$ cat src/rtl/event_timestamp_capture.sv
// Timestamps rising edges of event_in as {epoch, cnt_q} into a FWFT FIFO; entry visible one cycle after the edge.
// ts_valid/ts_ready drain the FIFO; a capture that finds it full with no pop is dropped and sets sticky overflow.

module fifo_fwft #(
  parameter int W     = 32,
  parameter int DEPTH = 8
) (
  input  logic                     clk,
  input  logic                     rst,
  input  logic                     wr_vld,
  output logic                     wr_rdy,
  input  logic [W-1:0]             wr_dat,
  output logic                     rd_vld,
  input  logic                     rd_rdy,
  output logic [W-1:0]             rd_dat,
  output logic [$clog2(DEPTH):0]   level
);
  localparam int AW = $clog2(DEPTH);
  localparam logic [AW:0] FULL_LVL = (AW+1)'(DEPTH);

  logic [W-1:0]  mem [DEPTH];
  logic [AW-1:0] wr_ptr;
  logic [AW-1:0] rd_ptr;
  logic          full;
  logic          push;
  logic          pop;

  assign rd_vld = (level != '0);
  assign full   = (level == FULL_LVL);
  assign pop    = rd_vld & rd_rdy;
  // A pop frees the head slot this cycle, so a full FIFO can still take a write.
  assign wr_rdy = ~full | pop;
  assign push   = wr_vld & wr_rdy;
  assign rd_dat = rd_vld ? mem[rd_ptr] : '0;

  always_ff @(posedge clk) begin
    if (push) begin
      mem[wr_ptr] <= wr_dat;
    end
  end

  always_ff @(posedge clk or posedge rst) begin
    if (rst) begin
      wr_ptr <= '0;
      rd_ptr <= '0;
      level  <= '0;
    end else begin
      if (push) begin
        wr_ptr <= wr_ptr + AW'(1);
      end
      if (pop) begin
        rd_ptr <= rd_ptr + AW'(1);
      end
      case ({push, pop})
        2'b10:   level <= level + (AW+1)'(1);
        2'b01:   level <= level - (AW+1)'(1);
        default: level <= level;
      endcase
    end
  end
endmodule

module event_timestamp_capture #(
  parameter int CNT_W   = 16,
  parameter int EPOCH_W = 16,
  parameter int DEPTH   = 8
) (
  input  logic                       clk,
  input  logic                       rst,
  input  logic [CNT_W-1:0]           cnt_q,
  input  logic                       cnt_rollover,
  input  logic                       event_in,
  output logic                       ts_valid,
  input  logic                       ts_ready,
  output logic [EPOCH_W+CNT_W-1:0]   ts_data,
  output logic [EPOCH_W-1:0]         epoch,
  output logic [$clog2(DEPTH):0]     fifo_level,
  output logic                       overflow,
  input  logic                       overflow_clr
);
  typedef struct packed {
    logic [EPOCH_W-1:0] epoch;
    logic [CNT_W-1:0]   cnt;
  } ts_t;

  logic event_d;
  logic capture;
  logic push_rdy;
  logic drop;
  ts_t  cap_dat;

  // Epoch advances on the same edge that cnt_q wraps, keeping {epoch, cnt_q} monotonic.
  always_ff @(posedge clk or posedge rst) begin
    if (rst) begin
      epoch   <= '0;
      event_d <= 1'b0;
    end else begin
      event_d <= event_in;
      if (cnt_rollover) begin
        epoch <= epoch + EPOCH_W'(1);
      end
    end
  end

  assign capture     = event_in & ~event_d;
  assign cap_dat.epoch = epoch;
  assign cap_dat.cnt   = cnt_q;

  fifo_fwft #(
    .W     (EPOCH_W + CNT_W),
    .DEPTH (DEPTH)
  ) u_fifo (
    .clk    (clk),
    .rst    (rst),
    .wr_vld (capture),
    .wr_rdy (push_rdy),
    .wr_dat (cap_dat),
    .rd_vld (ts_valid),
    .rd_rdy (ts_ready),
    .rd_dat (ts_data),
    .level  (fifo_level)
  );

  assign drop = capture & ~push_rdy;

  // A drop in the same cycle as a clear keeps the flag set.
  always_ff @(posedge clk or posedge rst) begin
    if (rst) begin
      overflow <= 1'b0;
    end else if (drop) begin
      overflow <= 1'b1;
    end else if (overflow_clr) begin
      overflow <= 1'b0;
    end
  end
endmodule
$ cat config.mk
export PLATFORM = sky130hd
export DESIGN_NAME = event_timestamp_capture
export DESIGN_NICKNAME = d
export VERILOG_FILES = /design/src/rtl/event_timestamp_capture.sv
export SDC_FILE = /design/constraint.sdc
export NUM_CORES = 1
export LEC_CHECK = 0
export CORE_MARGIN = 3
export CORE_UTILIZATION = 58
export DETAILED_ROUTE_END_ITERATION = 10
export PLACE_DENSITY = 0.84
export SKIP_CTS_REPAIR_TIMING = 1
export SYNTH_ARGS = -nofsm -noshare
export SYNTH_HDL_FRONTEND = slang
export SYNTH_SLANG_ARGS = --single-unit
$ cat constraint.sdc
create_clock -name clk -period 5.6 [get_ports clk]
set_input_delay 1.12 -clock clk [delete_from_list [all_inputs] [get_ports clk]]
set_output_delay 1.12 -clock clk [all_outputs]
set_load 0.005 [all_outputs]
==> out/results.ini <==
[outcome]
outcome=finished clean

[drt]
drtAntennaViolNets=0
drtPass1Iterations=5
routed_wirelength_mm=22.1
via_count=5543
avgRoutedWirePerCell_um=24.0
drt_iter0_markers=488
drc=0
vias_per_cell=6.03

[global_routing]
grt_usage_pct=22.0
grt_max_degree=48
gr-total-overflow=0
grt_pass1_wl_mm=34.5
first_global_vias=5875
antenna_found_initial=0

[critical_path]
r2r_setup_slack_ps=2850
startpoint_type=register
worstPathRequired_ps=4480
critPathCaptureType=output port
critical_path_class=register to output port
arrival_ps=3270
crit_fanout=41

[final_layout]
multi_input_area_um2=2660
regArea_um2=8390
fillers=1135
finalCoreUtilization_pct=69.8
layout.nets=666
antenna_cells=0
syn_to_final_growth_pct=17.5
drive_gt1_share_pct=21.1

[timing]
setup_tns_ps=0
setup_viol=0
period_share_pct=78.4
tightestPinTransition_ps=1200
clock_skew_ps=14.0
relSlewSlack_pct=20.0
hold_viol_final=0
clock.fmax_ghz=0.228
rsz0062_at_grt=no
final_max_slew_viol_count=0
layout_min_cycle_time_ps=4390

[die]
start_util_pct=59.4
die_x_um=145
core_um2=18800
rows=50
die_height_um=145
ioPinCount=76
fp.dieArea_um2=21000

[power_and_ir_drop]
p_int_mw=4.65
power.density_nw_per_um2=496
max-vdd-ir-drop_mv=0.316
p_leak_nw=4.43
seqPwrFrac_pct=45.6
p_clk_share_pct=27.0
switching_share_pct=28.7
combPwrFrac_pct=27.4
p_switching_mw=1.87

[synth]
synth.distinct_cells=37
synth_cells=544
synth_edf_count=256
yosysSeqAreaShare_pct=75.0
synth_area_um2=11200
synth-seq-cells=284
synthFlopType=edfxtp_1
async_reset_ff_share_pct=9.86
syn_nets=572
synth.avg_cell_area_um2=20.6
yosysWarnings=0

[clock_network]
ctsHtreeMaxLevel=1
clock_sinks=284
clk_pin_slew_ps=60
clockRootBuffer=clkbuf_16
clk_latency_ps=540
numCtsBuffers=28
clock_tree.buffer_depth=3
cts_tree=done

[placed_design]
dp_hpwl_mm=12.3
port_buffers=75
place_congestion=0.848

[min_path]
holdCritPathClass=register to register

[job]
maxCapViolations=0

==> cells in the mapped netlist (all sizes together) (6+ instances only) <==
master	n	share of area, %
xor2	7	0.55
edfxtp	256	69
nor3	9	0.54
mux2i	35	3.1
nor2	41	1.4
nand3	11	0.58
buf	17	1.2
nand2	11	0.37
xnor2	14	1.1
dfrtp	28	6.3
clkbuf	6	0.20
inv	9	0.30
mux4	64	13
==> stage by stage <==
stage	setup slack [ps]	cells	instance area, um^2	hold slack, ps	power (mW)
after floorplan	441	544	11200	517	3.98
after global placement	1790	868	12300	519	4.73
after detailed placement	1730	868	12300	554	4.81
after CTS	1130	920	13100	567	6.59
after global routing	931	920	13100	599	6.83
final	1210	920	13100	563	6.52
==> registers in the layout, indices dropped and copies added (netlist names) <==
signal and count:
overflow 1, event_d 1, u_fifo.level 4, u_fifo.mem 256, u_fifo.rd_ptr 3, u_fifo.wr_ptr 3
epoch 16
==> worst paths after layout <==
kind | from | end | cells after the start
worst max-delay path | u_fifo.rd_ptr[1] | ts_data[7] | 5
worst min-delay path | overflow | overflow | 2
worst max register to register | u_fifo.level[3] | u_fifo.level[3] | 10
worst min register to register | overflow | overflow | 2
max in group asynchronous | rst | u_fifo.rd_ptr[0] | 2
min in group asynchronous | rst | event_d | 2
==> area by class of cell <==
type | instances | area share [%]
multi-input cells | 228 | 20.2
repair buffers | 87 | 6.50
clock inverters | 12 | 0.829
flip-flops and latches | 284 | 63.9
clock buffers | 40 | 5.83
inverters | 9 | 0.257
well taps | 260 | 2.48
==> placed cells by master, fill, tap and decap left out, types with 2 or more instances in the layout <==
master,count
nor2b_1,2
clkinv_8,2
nor2_1,38
clkbuf_1,10
nor3_1,2
and2_1,2
a211oi_1,2
buf_4,11
xnor2_1,14
mux2i_1,35
nand2b_1,3
mux4_2,64
ha_1,5
mux2_1,2
dfrtp_2,2
nor3_2,7
dfrtp_1,25
xor2_1,7
clkbuf_16,28
nand2_1,11
inv_1,7
nand4_1,5
inv_2,2
clkdlybuf4s50_1,75
clkbuf_8,2
a21oi_2,2
nand3_2,2
edfxtp_1,256
nand3_1,9
clkinv_2,7
and4_1,2
nor2_4,3
o21ai_0,3
==> power groups by stage <==
stage	combinational, mW	clock [mW]	sequential (mW)
finish	1.79	1.76	2.97
global route	1.93	1.88	3.02
CTS	1.82	1.79	2.98
detailed placement	1.79	0	3.02
global placement	1.74	0	2.99
floorplan	1.25	0	2.73
==> metal layers <==
layer / vias to the layer above / global-route usage [%] / share of wire, %
met3: 59 / 3.35 / 5.3
met4: 0 / 8.15 / 3.1
met1: 2866 / 31.6 / 42
li1: 2390 / - / -
met2: 228 / 34.8 / 50
met5: - / 0 / 0
==> critical path: stages, from the launching register on <==
cell and delay, ps:
dfrtp_2 1050, buf_4 510, mux4_2 380, mux2i_1 250
nor2_1 70, clkdlybuf4s50_1 480
==> kinds of logic (layout without fill, tap and decap cells) <==
| group | count (synthesis) | in the layout | synth area share (%) |
|---|---|---|---|
| DFF | 284 | 284 | 75.0 |
| muxes | 102 | 102 | 16.3 |
| and+or+nand+nor | 89 | 89 | 3.99 |
| buffers and inverters | 32 | 148 | 1.69 |
| xor gates and xnor gates | 21 | 21 | 1.64 |
| AOI/OAI and AO/OA | 10 | 10 | 0.604 |
| adders and majority gates | 6 | 6 | 0.738 |
Note: power is estimated with default switching activity, not from simulation.
